<file path="src/rtl/fb_pkg.sv">
`default_nettype none
// ============================================================================
//  Module  : fb_pkg
//  Brief   : Shared constants, state encoding and lane helper for the
//            frame blitter (framebuffer fill + present initiator).
//  Revision: 1.0 - initial release
// ============================================================================
package fb_pkg;

  // Word address of the LED matrix frame-address register.
  localparam logic [31:0] FB_FRAME_REG_ADDR = 32'd0;
  // Bit of the frame register that reads 1 while a new frame is pending.
  localparam int FB_PENDING_BIT = 31;
  // Default framebuffer row stride in 16-bit pixels.
  localparam int FB_STRIDE_HW = 32;

  // RGB565 field positions.
  localparam int FB_R_MSB = 15;
  localparam int FB_R_LSB = 11;
  localparam int FB_G_MSB = 10;
  localparam int FB_G_LSB = 5;
  localparam int FB_B_MSB = 4;
  localparam int FB_B_LSB = 0;

  // One-hot controller states.
  typedef enum logic [6:0] {
    ST_IDLE    = 7'b000_0001,
    ST_SETUP   = 7'b000_0010,
    ST_WRITE   = 7'b000_0100,
    ST_NEXT    = 7'b000_1000,
    ST_PRESENT = 7'b001_0000,
    ST_POLL    = 7'b010_0000,
    ST_DONE    = 7'b100_0000
  } fb_state_t;

  // Place the fill colour on the byte lanes selected for a pixel write.
  function automatic logic [31:0] fb_lane_data(input logic [3:0] sel,
                                               input logic [15:0] color);
    logic [31:0] d;
    case (sel)
      4'b1111: d = {color, color};
      4'b0011: d = {16'h0000, color};
      4'b1100: d = {color, 16'h0000};
      default: d = 32'h0000_0000;
    endcase
    return d;
  endfunction

endpackage
`default_nettype wire

</file>
<file path="src/rtl/fb_addr_gen.sv">
`default_nettype none
// ============================================================================
//  Module  : fb_addr_gen
//  Brief   : Combinational pixel address generator. Maps (base, x, y, xe)
//            to a Wishbone word address, byte selects and the x step.
//  Revision: 1.0 - initial release
// ============================================================================
module fb_addr_gen
  import fb_pkg::*;
#(
  parameter int AW        = 32,
  parameter int STRIDE_HW = FB_STRIDE_HW
) (
  input  logic [14:0]   base,
  input  logic [6:0]    x,
  input  logic [6:0]    y,
  input  logic [6:0]    xe,
  output logic [AW-1:0] adr,
  output logic [3:0]    sel,
  output logic [1:0]    step
);

  logic [14:0] hw;
  logic [6:0]  remaining;

  // Halfword address wraps modulo 2^15; an even address with two pixels
  // left in the row is filled with a full-word write.
  always_comb begin
    hw        = base + (15'(y) * 15'(STRIDE_HW)) + 15'(x);
    adr       = AW'(hw[14:1]);
    remaining = xe - x;
    if (!hw[0] && (remaining >= 7'd2)) begin
      sel  = 4'b1111;
      step = 2'd2;
    end else if (!hw[0]) begin
      sel  = 4'b0011;
      step = 2'd1;
    end else begin
      sel  = 4'b1100;
      step = 2'd1;
    end
  end

endmodule
`default_nettype wire

</file>
<file path="src/rtl/frame_blitter.sv">
`default_nettype none
// ============================================================================
//  Module  : frame_blitter
//  Brief   : Wishbone classic-cycle initiator that fills a clipped rectangle
//            of the LED framebuffer with one RGB565 colour and optionally
//            writes the frame-address register of the LED matrix.
//            Build option FRAME_BLITTER_PRESENT_POLL_EN: after presenting,
//            poll the frame register until its pending bit clears.
//  Revision: 1.0 - initial release
// ============================================================================
module frame_blitter
  import fb_pkg::*;
#(
  parameter int AW          = 32,
  parameter int DW          = 32,
  parameter int STRIDE_HW   = FB_STRIDE_HW,
  parameter int MAX_W       = 32,
  parameter int MAX_H       = 16,
  parameter int ACK_TIMEOUT = 255
) (
  input  logic          wb_clk_i,
  input  logic          wb_reset_i,
  input  logic          start,
  input  logic [14:0]   dst_base,
  input  logic [4:0]    x0,
  input  logic [3:0]    y0,
  input  logic [5:0]    w,
  input  logic [4:0]    h,
  input  logic [15:0]   color,
  input  logic          present,
  output logic          busy,
  output logic          done,
  output logic          err,
  output logic [AW-1:0] wb_adr_o,
  output logic [DW-1:0] wb_dat_o,
  input  logic [DW-1:0] wb_dat_i,
  output logic          wb_we_o,
  output logic [3:0]    wb_sel_o,
  output logic          wb_cyc_o,
  output logic          wb_stb_o,
  input  logic          wb_ack_i
);

  localparam int CNT_W = $clog2(ACK_TIMEOUT + 1);

  fb_state_t        state;
  logic [14:0]      base_r;
  logic [4:0]       x0_r;
  logic [3:0]       y0_r;
  logic [5:0]       w_r;
  logic [4:0]       h_r;
  logic [15:0]      color_r;
  logic             present_r;
  logic [6:0]       x;
  logic [6:0]       y;
  logic [CNT_W-1:0] ack_cnt;
`ifdef FRAME_BLITTER_PRESENT_POLL_EN
  logic [1:0]       gap_cnt;
`endif

  logic [6:0]    x_sum, y_sum, xe, ye, y_inc;
  logic          clip_empty;
  logic [AW-1:0] gen_adr;
  logic [3:0]    gen_sel;
  logic [1:0]    gen_step;
  logic          unused_dat;

  // Only the pending bit of read data matters; fold the rest away.
  assign unused_dat = ^wb_dat_i;

  // Clip the rectangle against the visible area in 7-bit arithmetic.
  always_comb begin
    x_sum      = 7'(x0_r) + 7'(w_r);
    y_sum      = 7'(y0_r) + 7'(h_r);
    xe         = (x_sum > 7'(MAX_W)) ? 7'(MAX_W) : x_sum;
    ye         = (y_sum > 7'(MAX_H)) ? 7'(MAX_H) : y_sum;
    clip_empty = (7'(x0_r) >= xe) || (7'(y0_r) >= ye);
    y_inc      = y + 7'd1;
  end

  fb_addr_gen #(
    .AW        (AW),
    .STRIDE_HW (STRIDE_HW)
  ) u_addr_gen (
    .base (base_r),
    .x    (x),
    .y    (y),
    .xe   (xe),
    .adr  (gen_adr),
    .sel  (gen_sel),
    .step (gen_step)
  );

  // Controller: sequences fill writes, present write, optional poll reads,
  // and guards every outstanding transfer with the ack timeout.
  always_ff @(posedge wb_clk_i) begin
    if (wb_reset_i) begin
      state     <= ST_IDLE;
      busy      <= 1'b0;
      done      <= 1'b0;
      err       <= 1'b0;
      wb_adr_o  <= '0;
      wb_dat_o  <= '0;
      wb_we_o   <= 1'b0;
      wb_sel_o  <= 4'b0000;
      wb_cyc_o  <= 1'b0;
      wb_stb_o  <= 1'b0;
      base_r    <= '0;
      x0_r      <= '0;
      y0_r      <= '0;
      w_r       <= '0;
      h_r       <= '0;
      color_r   <= '0;
      present_r <= 1'b0;
      x         <= '0;
      y         <= '0;
      ack_cnt   <= '0;
`ifdef FRAME_BLITTER_PRESENT_POLL_EN
      gap_cnt   <= '0;
`endif
    end else begin
      done <= 1'b0;
      err  <= 1'b0;
      if (wb_cyc_o && !wb_ack_i) begin
        // Waiting on the slave: abort once the budget is used up.
        if (ack_cnt == CNT_W'(ACK_TIMEOUT - 1)) begin
          wb_cyc_o <= 1'b0;
          wb_stb_o <= 1'b0;
          wb_we_o  <= 1'b0;
          busy     <= 1'b0;
          err      <= 1'b1;
          state    <= ST_IDLE;
        end else begin
          ack_cnt <= ack_cnt + 1'b1;
        end
      end else begin
        case (state)
          ST_IDLE: begin
            if (start) begin
              if (dst_base < 15'd2) begin
                // Base below 2 would let pixels land on the frame register.
                err <= 1'b1;
              end else begin
                base_r    <= dst_base;
                x0_r      <= x0;
                y0_r      <= y0;
                w_r       <= w;
                h_r       <= h;
                color_r   <= color;
                present_r <= present;
                busy      <= 1'b1;
                state     <= ST_SETUP;
              end
            end
          end

          ST_SETUP: begin
            x <= 7'(x0_r);
            y <= 7'(y0_r);
            if (!clip_empty) begin
              state <= ST_WRITE;
            end else if (present_r) begin
              state <= ST_PRESENT;
            end else begin
              done  <= 1'b1;
              busy  <= 1'b0;
              state <= ST_DONE;
            end
          end

          ST_WRITE: begin
            if (!wb_cyc_o) begin
              wb_adr_o <= gen_adr;
              wb_sel_o <= gen_sel;
              wb_dat_o <= DW'(fb_lane_data(gen_sel, color_r));
              wb_we_o  <= 1'b1;
              wb_cyc_o <= 1'b1;
              wb_stb_o <= 1'b1;
              ack_cnt  <= '0;
            end else begin
              wb_cyc_o <= 1'b0;
              wb_stb_o <= 1'b0;
              wb_we_o  <= 1'b0;
              x        <= x + 7'(gen_step);
              state    <= ST_NEXT;
            end
          end

          ST_NEXT: begin
            if (x >= xe) begin
              x <= 7'(x0_r);
              y <= y_inc;
              if (y_inc < ye) begin
                state <= ST_WRITE;
              end else if (present_r) begin
                state <= ST_PRESENT;
              end else begin
                done  <= 1'b1;
                busy  <= 1'b0;
                state <= ST_DONE;
              end
            end else begin
              state <= ST_WRITE;
            end
          end

          ST_PRESENT: begin
            if (!wb_cyc_o) begin
              wb_adr_o <= AW'(FB_FRAME_REG_ADDR);
              wb_sel_o <= 4'b1111;
              wb_dat_o <= DW'({16'h0000, base_r, 1'b0});
              wb_we_o  <= 1'b1;
              wb_cyc_o <= 1'b1;
              wb_stb_o <= 1'b1;
              ack_cnt  <= '0;
            end else begin
              wb_cyc_o <= 1'b0;
              wb_stb_o <= 1'b0;
              wb_we_o  <= 1'b0;
`ifdef FRAME_BLITTER_PRESENT_POLL_EN
              gap_cnt  <= '0;
              state    <= ST_POLL;
`else
              done     <= 1'b1;
              busy     <= 1'b0;
              state    <= ST_DONE;
`endif
            end
          end

          ST_POLL: begin
`ifdef FRAME_BLITTER_PRESENT_POLL_EN
            if (!wb_cyc_o) begin
              if (gap_cnt != 2'd0) begin
                gap_cnt <= gap_cnt - 2'd1;
              end else begin
                wb_adr_o <= AW'(FB_FRAME_REG_ADDR);
                wb_sel_o <= 4'b1111;
                wb_we_o  <= 1'b0;
                wb_cyc_o <= 1'b1;
                wb_stb_o <= 1'b1;
                ack_cnt  <= '0;
              end
            end else begin
              wb_cyc_o <= 1'b0;
              wb_stb_o <= 1'b0;
              if (!wb_dat_i[FB_PENDING_BIT]) begin
                done  <= 1'b1;
                busy  <= 1'b0;
                state <= ST_DONE;
              end else begin
                // Four idle cycles before the next read of the register.
                gap_cnt <= 2'd3;
              end
            end
`else
            done  <= 1'b1;
            busy  <= 1'b0;
            state <= ST_DONE;
`endif
          end

          ST_DONE: begin
            state <= ST_IDLE;
          end

          default: begin
            busy  <= 1'b0;
            state <= ST_IDLE;
          end
        endcase
      end
    end
  end

endmodule
`default_nettype wire
</file>
<file path="config.mk">
export PLATFORM = sky130hd
export DESIGN_NAME = frame_blitter
export DESIGN_NICKNAME = d
export VERILOG_FILES = /design/src/rtl/fb_pkg.sv /design/src/rtl/fb_addr_gen.sv /design/src/rtl/frame_blitter.sv
export SDC_FILE = /design/constraint.sdc
export NUM_CORES = 1
export LEC_CHECK = 0
export ABC_CLOCK_PERIOD_IN_PS = 4700
export BUFFER_PORTS_ARGS = -buffer_cell sky130_fd_sc_hd__buf_2
export CAP_MARGIN = 20
export CELL_PAD_IN_SITES_DETAIL_PLACEMENT = 1
export CELL_PAD_IN_SITES_GLOBAL_PLACEMENT = 1
export CORE_ASPECT_RATIO = 0.7
export CORE_MARGIN = 5
export CORE_UTILIZATION = 42
export DETAILED_ROUTE_END_ITERATION = 8
export HOLD_SLACK_MARGIN = 0.05
export PLACE_DENSITY = 0.78
export REMOVE_ABC_BUFFERS = 1
export SLEW_MARGIN = 20
export SYNTH_ARGS = -nofsm -noshare
export SYNTH_HDL_FRONTEND = slang
export SYNTH_HIERARCHICAL = 1
export SYNTH_SLANG_ARGS = --single-unit
</file>
<file path="constraint.sdc">
create_clock -name wb_clk_i -period 4.7 [get_ports wb_clk_i]
set_input_delay 0.235 -clock wb_clk_i [delete_from_list [all_inputs] [get_ports wb_clk_i]]
set_output_delay 0.235 -clock wb_clk_i [all_outputs]
set_load 0.05 [all_outputs]
</file>
; ---- Word level (Yosys, flattened, before mapping)
; Index checks and enable logic that the tools add are counted.
[word_totals]
inputBits = 88
word_cells = 141
reg_bits = 153
[op_classes]
magnitude_cmp = 8
mux = 59
eq_ne = 26
bitwise_logic = 2
n_reduce_logical = 20
addsub = 8
[op_table]
columns = cell, count
row1 = two-way mux 32 bit, 4
row2 = one-hot mux 32 bit (2 select lines), 2
row3 = two-way mux 7 bit, 14
row4 = one-hot mux 32 bit (3 select lines), 1
row5 = one-hot mux 7 bit (6 select lines), 1
row6 = two-way mux 8 bit, 4
row7 = two-way mux 1 bit, 22
row8 = != test 3 bit (second input constant), 7
row9 = one-hot mux 7 bit (3 select lines), 1
row10 = two-way mux 4 bit, 4
row11 = adder 15 x 12 -> 15 bit, 1
row12 = adder 15 x 7 -> 15 bit, 1
row13 = < comparator 15 x 2 -> 1 bit (second input constant), 1
row14 = one-hot mux 7 bit (2 select lines), 1
row15 = AND reduction 4 bit, 3
row16 = != test 2 bit (second input constant), 5
row17 = adder 8 x 1 -> 8 bit (second input constant), 1
row18 = equality test 4 bit (second input constant), 2
row19 = equality test 8 bit (second input constant), 1
row20 = one-hot mux 4 bit (2 select lines), 1
row21 = AND reduction 8 bit, 1
row22 = adder 5 x 6 -> 7 bit, 1
row23 = adder 7 x 1 -> 7 bit (second input constant), 1
row24 = adder 7 x 2 -> 7 bit, 1
row25 = 32 further kinds, 42

; ---- Logic depth before layout (Yosys ltp)
[depth]
depth_word = 11
depth_mapped = 23
mapped_depth_nobuf = 23

; ---- Cells and area by module
; The synthesis kept the hierarchy.
[by_module_without_submodules]
columns = mod, cells_each, n_inst, area_each_um2, seq_area_each_um2
row1 = frame_blitter, 794, 1, 6940.4, 3042.9
row2 = fb_addr_gen, 141, 1, 1126.1, 0.0

; ---- Worst setup path after synthesis
; OpenSTA, ideal clock, no wires.
[synth_path]
kind = register to register
from = register x0_r[3]
to = register x[4]
n_path_buf = 0
slack_ns = 0.466
arrival_time_ns = 4.163
path_stages_with_launch = 21
period_less_slack_ns = 4.234
path_cell_list = dfxtp_1 -> ha_1 -> a21oi_1 -> o22a_1 -> o31ai_2 -> and2_1 -> inv_1 -> ha_1 -> fa_1 -> nor2b_1 -> o21ai_0 -> a32o_1 -> a211oi_2 -> or2_1 -> ha_1 -> inv_1 -> fa_1 -> nor4_1 -> a21oi_1 -> or2_0 -> a21oi_1
[synth_via]
elab_chain_len = 10
word_cells_on_any_way = 13
cone_classes = add/sub: 3 / order compare: 3 / eq/ne: 1 / mux: 4 / reduce/logical: 2
[synth_rtl]
columns = element, line_no
row1 = from (decl), frame_blitter.sv:48  ; logic [4:0] x0_r;
row2 = from (signal assigned), frame_blitter.sv:109  ; x0_r <= '0;
row3 = from (signal assigned), frame_blitter.sv:145  ; x0_r <= x0;
row4 = adder 5 x 6 -> 7 bit, frame_blitter.sv:73  ; x_sum = 7'(x0_r) + 7'(w_r);
row5 = greater-than comparator 7 x 6 -> 1 bit, frame_blitter.sv:75  ; xe = (x_sum > 7'(MAX_W)) ? 7'(MAX_W) : x_sum;
row6 = two-way mux 7 bit, frame_blitter.sv:75
row7 = via xe[0], frame_blitter.sv:61  ; logic [6:0] x_sum, y_sum, xe, ye, y_inc;
row8 = subtractor 7 bit, fb_addr_gen.sv:31  ; remaining = xe - x;
row9 = greater-or-equal comparator 7 x 2 -> 1 bit, fb_addr_gen.sv:32  ; if (!hw[0] && (remaining >= 7'd2)) begin
row10 = logical AND 1 bit, fb_addr_gen.sv:32
row11 = two-way mux 2 bit, fb_addr_gen.sv:32
row12 = via gen_step[0], frame_blitter.sv:65  ; logic [1:0] gen_step;
row13 = adder 7 x 2 -> 7 bit, frame_blitter.sv:184  ; x <= x + 7'(gen_step);
row14 = two-way mux 7 bit, frame_blitter.sv:172  ; if (!wb_cyc_o) begin
row15 = one-hot mux 7 bit (3 select lines), frame_blitter.sv:137  ; case (state)
row16 = to (signal assigned), frame_blitter.sv:158  ; x <= 7'(x0_r);
row17 = to (signal assigned), frame_blitter.sv:184
row18 = to (signal assigned), frame_blitter.sv:191  ; x <= 7'(x0_r);
row19 = to (decl), frame_blitter.sv:54  ; logic [6:0] x;
; The timed path passes the listed nets, and every way through them passes these cells. The select of a mux whose other input is x is not followed.
; A chain may end at the register's enable or synchronous reset.

; ---- Final worst setup path
[layout_path]
from = register w_r[0]
to = register x[4]
[layout_via]
elab_chain_len = 10
word_cells_on_any_way = 13
cone_classes = add/sub: 3 / order compare: 3 / eq/ne: 1 / mux: 4 / reduce/logical: 2
[layout_rtl]
columns = element, line_no
row1 = from (decl), frame_blitter.sv:50  ; logic [5:0] w_r;
row2 = from (signal assigned), frame_blitter.sv:147  ; w_r <= w;
row3 = adder 5 x 6 -> 7 bit *, frame_blitter.sv:73
row4 = greater-than comparator 7 x 6 -> 1 bit, frame_blitter.sv:75
row5 = two-way mux 7 bit *, frame_blitter.sv:75
row6 = via xe[2], frame_blitter.sv:61
row7 = subtractor 7 bit *, fb_addr_gen.sv:31
row8 = greater-or-equal comparator 7 x 2 -> 1 bit *, fb_addr_gen.sv:32
row9 = logical AND 1 bit *, fb_addr_gen.sv:32
row10 = two-way mux 2 bit *, fb_addr_gen.sv:32
row11 = via gen_step[0], frame_blitter.sv:65
row12 = adder 7 x 2 -> 7 bit *, frame_blitter.sv:184
row13 = two-way mux 7 bit *, frame_blitter.sv:172
row14 = one-hot mux 7 bit (3 select lines) *, frame_blitter.sv:137
; Mark *: on every way through the listed nets, which the timed path passes. The rest lies on a longest branch. The select of a mux whose other input is x is not followed.

==> flow_metrics.py <==
metrics = {
    "outcome": {
        "status": "complete, no violations",
    },
    "synthesis": {
        "ys_types": 71,
        "synth.avg_cell_area_sq_um": 8.63,
        "syn-cell-area_sq_um": 8070,
        "yosys.area.top_type": "dfxtp_1",
        "yosys-top-cells-area": "dfxtp_1 38%, ha_1 9.3%, nand2_1 6.6%",
        "synth-warning-count": 6,
        "synth_edf_count": 0,
        "synthArstFlopShare_pct": 0,
        "synth-seq-area-share_pct": 37.7,
        "synth.most_common_cell": "dfxtp_1",
        "yosys.area.top_type_share_pct": 37.7,
        "synth_commonest_cells": "152 x dfxtp_1, 141 x nand2_1, 96 x a21oi_1",
        "synth_flop_cell": "dfxtp_1",
        "synth_cells": 935,
        "synth_seq_cells": 152,
    },
    "min_path": {
        "min_to": "color_r[13]",
        "hp-class": "input port to flop",
        "worstHoldStart": "color[13]",
        "hold_path_depth": 3,
    },
    "global_route": {
        "grt_max_degree": 77,
        "antenna_found_initial": 0,
        "grt_first_pass_wirelength_um": 39200,
        "grt_overflow": 0,
        "grtUsageTotal_pct": 21.6,
        "grt_pass1_vias": 7458,
    },
    "placement": {
        "port_buffers": 129,
        "dpl.hpwl_um": 16600,
        "gp_congestion": 0.871,
        "dp_slack_ns": 0.201,
    },
    "clock_tree": {
        "clock_path_buffers": 2,
        "clock_sink_count": 152,
        "cts_tree": "yes",
        "clk_latency_ns": 0.43,
        "cts_root_buffer": "clkbuf_16",
        "htreeDepth": 4,
        "path_clk_slew_ns": 0.07,
        "cts_buffers": 17,
    },
    "layout": {
        "final_layout_size_suffix_gt1_share_pct": 19.0,
        "antennaDiodeCount": 0,
        "area_growth_pct": 23.6,
        "fill_cells": 2242,
        "fin_nets": 1236,
    },
    "critical_path": {
        "critPathArrivalTime_ns": 4.76,
        "start_kind": "flop",
        "cp.required_ns": 5.06,
        "crit_fanout": 6,
        "path_cells": "ha_1 > inv_1 > fa_1 > nand2b_1 > a21oi_2 > o31ai_4 > buf_4 > nand2_1 > inv_1 > ha_4 > nor2b_1 > o21ai_0 > a32o_1 > a211oi_2 > or2_1 > ha_1 > inv_1 > fa_2 > nor4_2 > a21oi_1 > or2_0 > a21oi_1",
        "end_kind": "flop",
        "slowest_stage": "fa_1",
        "reg2reg_depth": 22,
        "r2r_start": "w_r[0]",
        "crit_start": "w_r[0]",
        "critPathKind": "flop to flop",
        "critPathMaxStageDelay_ns": 0.40,
        "cpMostUsedCell": "inv_1",
        "r2r-end": "x[4]",
        "ff2ff_setup_slack_ns": 0.29,
    },
    "sta": {
        "fin_crit_sh_pct": 93.8,
        "drv_slew": 0,
        "finalHoldViolCount": 0,
        "fin_hold_ws_ns": 0.0593,
        "period_needed_ns": 4.41,
        "fin_ws_ns": 0.293,
        "slew_headroom_pct": 32.4,
        "fin_setup_tns_ns": 0,
        "fin_skew_ns": 0.00926,
        "worstMarginPinSlew_ns": 1.01,
        "final-setup-viol-count": 0,
        "fmax_mhz": 227,
    },
    "pwr": {
        "combPwrFrac_pct": 16.0,
        "cellPowerDensity_nw_per_um2": 350,
        "vdd_ir_drop_max_mv": 0.217,
        "switching_power_uw": 1010,
        "seq_power_share_pct": 39.8,
        "pwr-share-clk_pct": 44.2,
        "intPower_uw": 2470,
        "p_sw_share_pct": 29.1,
        "p_leak_uw": 0.00439,
    },
    "route": {
        "viasPerCell": 5.48,
        "wl_um": 24300,
        "drcViolationCount": 0,
        "vias": 7316,
        "wire_per_inst_um": 18.2,
        "ant_nets": 0,
        "drt_first_pass_iters": 5,
        "drt_iter0_drc": 448,
    },
    "floorplan": {
        "die_h_um": 126,
        "row_count": 42,
        "ioPinCount": 162,
        "core-area_sq_um": 18900,
        "start_util_pct": 42.8,
        "dieArea_sq_um": 22100,
        "die_width_um": 176,
    },
    "flow_run": {
        "drv_cap": 0,
    },
}
## layout by cell type, fill, tap and decap left out, drive strengths merged, types with 4 or more instances in the layout
cell type    count
dfxtp          152
nand2          142
buf            140
a21oi           98
nor2            67
ha              60
a22o            48
inv             46
dlygate4sd3     40
o21ai           25
conb            20
nand3           19
xnor2           18
clkbuf          17
a222oi          15
xor2            12
a21o            12
nor2b           12
nor3            12
a211oi           9
nor4             9
nand2b           8
a31oi            8
o211ai           8
or3              7
fa               7
nand4            6
or2              6
and4             5
o32ai            5
and3             5
bufinv           4
o31ai            4
clkinv           4
## metrics by stage
stage               util (%)  instance area [sq um]  total power (uW)  std cells
floorplan                  -                   7750              1740        882
global placement        46.7                   8810              1910       1262
detailed placement      46.8                   8830              1930       1263
CTS                     52.4                   9890              3500       1335
global route            52.8                   9970              3640       1336
finish                  52.8                   9970              3480       1336
## worst max path at each step
stage	endpoint	slack, ns	cells past startpoint
finish	x[4]	0.29	22
global placement	x[4]	0.34	20
global route	x[4]	-0.02	22
CTS	x[2]	0.11	24
floorplan	x[4]	0.46	20
detailed placement	x[4]	0.20	22
## power groups by stage
stage,clock [uW],combinational [uW],sequential (uW)
final,1540,559,1390
after global routing,1620,631,1390
after CTS,1570,548,1380
after detailed placement,0,516,1410
after global placement,0,497,1410
after floorplan,0,338,1400
## state kept, by name (all words and copies together) (netlist names)
name,cells
ack_cnt,8
base_r,15
busy,1
color_r,16
done,1
err,1
h_r,5
present_r,1
state,6
w_r,6
wb_adr_o,32
wb_dat_o,32
wb_sel_o,4
wb_stb_o,1
x,7
x0_r,5
y,7
y0_r,4
## kinds of logic after synthesis
group	after synthesis	synth area share [%]
simple gates	312	18.5
compound gates	259	22.4
flops	152	37.7
buf+inv	109	6.53
fa+ha+maj	67	11.0
xor+xnor	30	3.26
other cells	3	0.140
mux	3	0.372
## area by class of cell
class	instances	area, sq um	area share [%]
Clock buffer	17	425	4.27
Timing Repair Buffer	180	1160	11.7
Sequential cell	152	3040	30.5
Clock inverter	15	229	2.30
Tap cell	242	303	3.04
Inverter	39	146	1.47
Multi-Input combinational cell	691	4660	46.7
## layer usage
layer  global-route usage, %  wire length, um
met1                    30.9            12100
met2                    34.8            11000
met3                    3.36              965
met4                    4.67              174
met5                       0                0
## repair_timing
action	in CTS	in global routing
gates resized for setup	0	11
hold endpoints to repair	40	0
endpoints found under the setup margin	0	17
hold buffers	40	0
setup buffers	0	1
## critical path: cells and delay by family, from the launching register on
| family | cells | cell delay, ns |
|---|---|---|
| flops | 1 | 0.36 |
| compound gates | 7 | 1.06 |
| simple gates | 6 | 1.09 |
| fa+ha+maj | 5 | 1.42 |
| buf+inv | 4 | 0.38 |
Power figures use the tool's default switching activity.
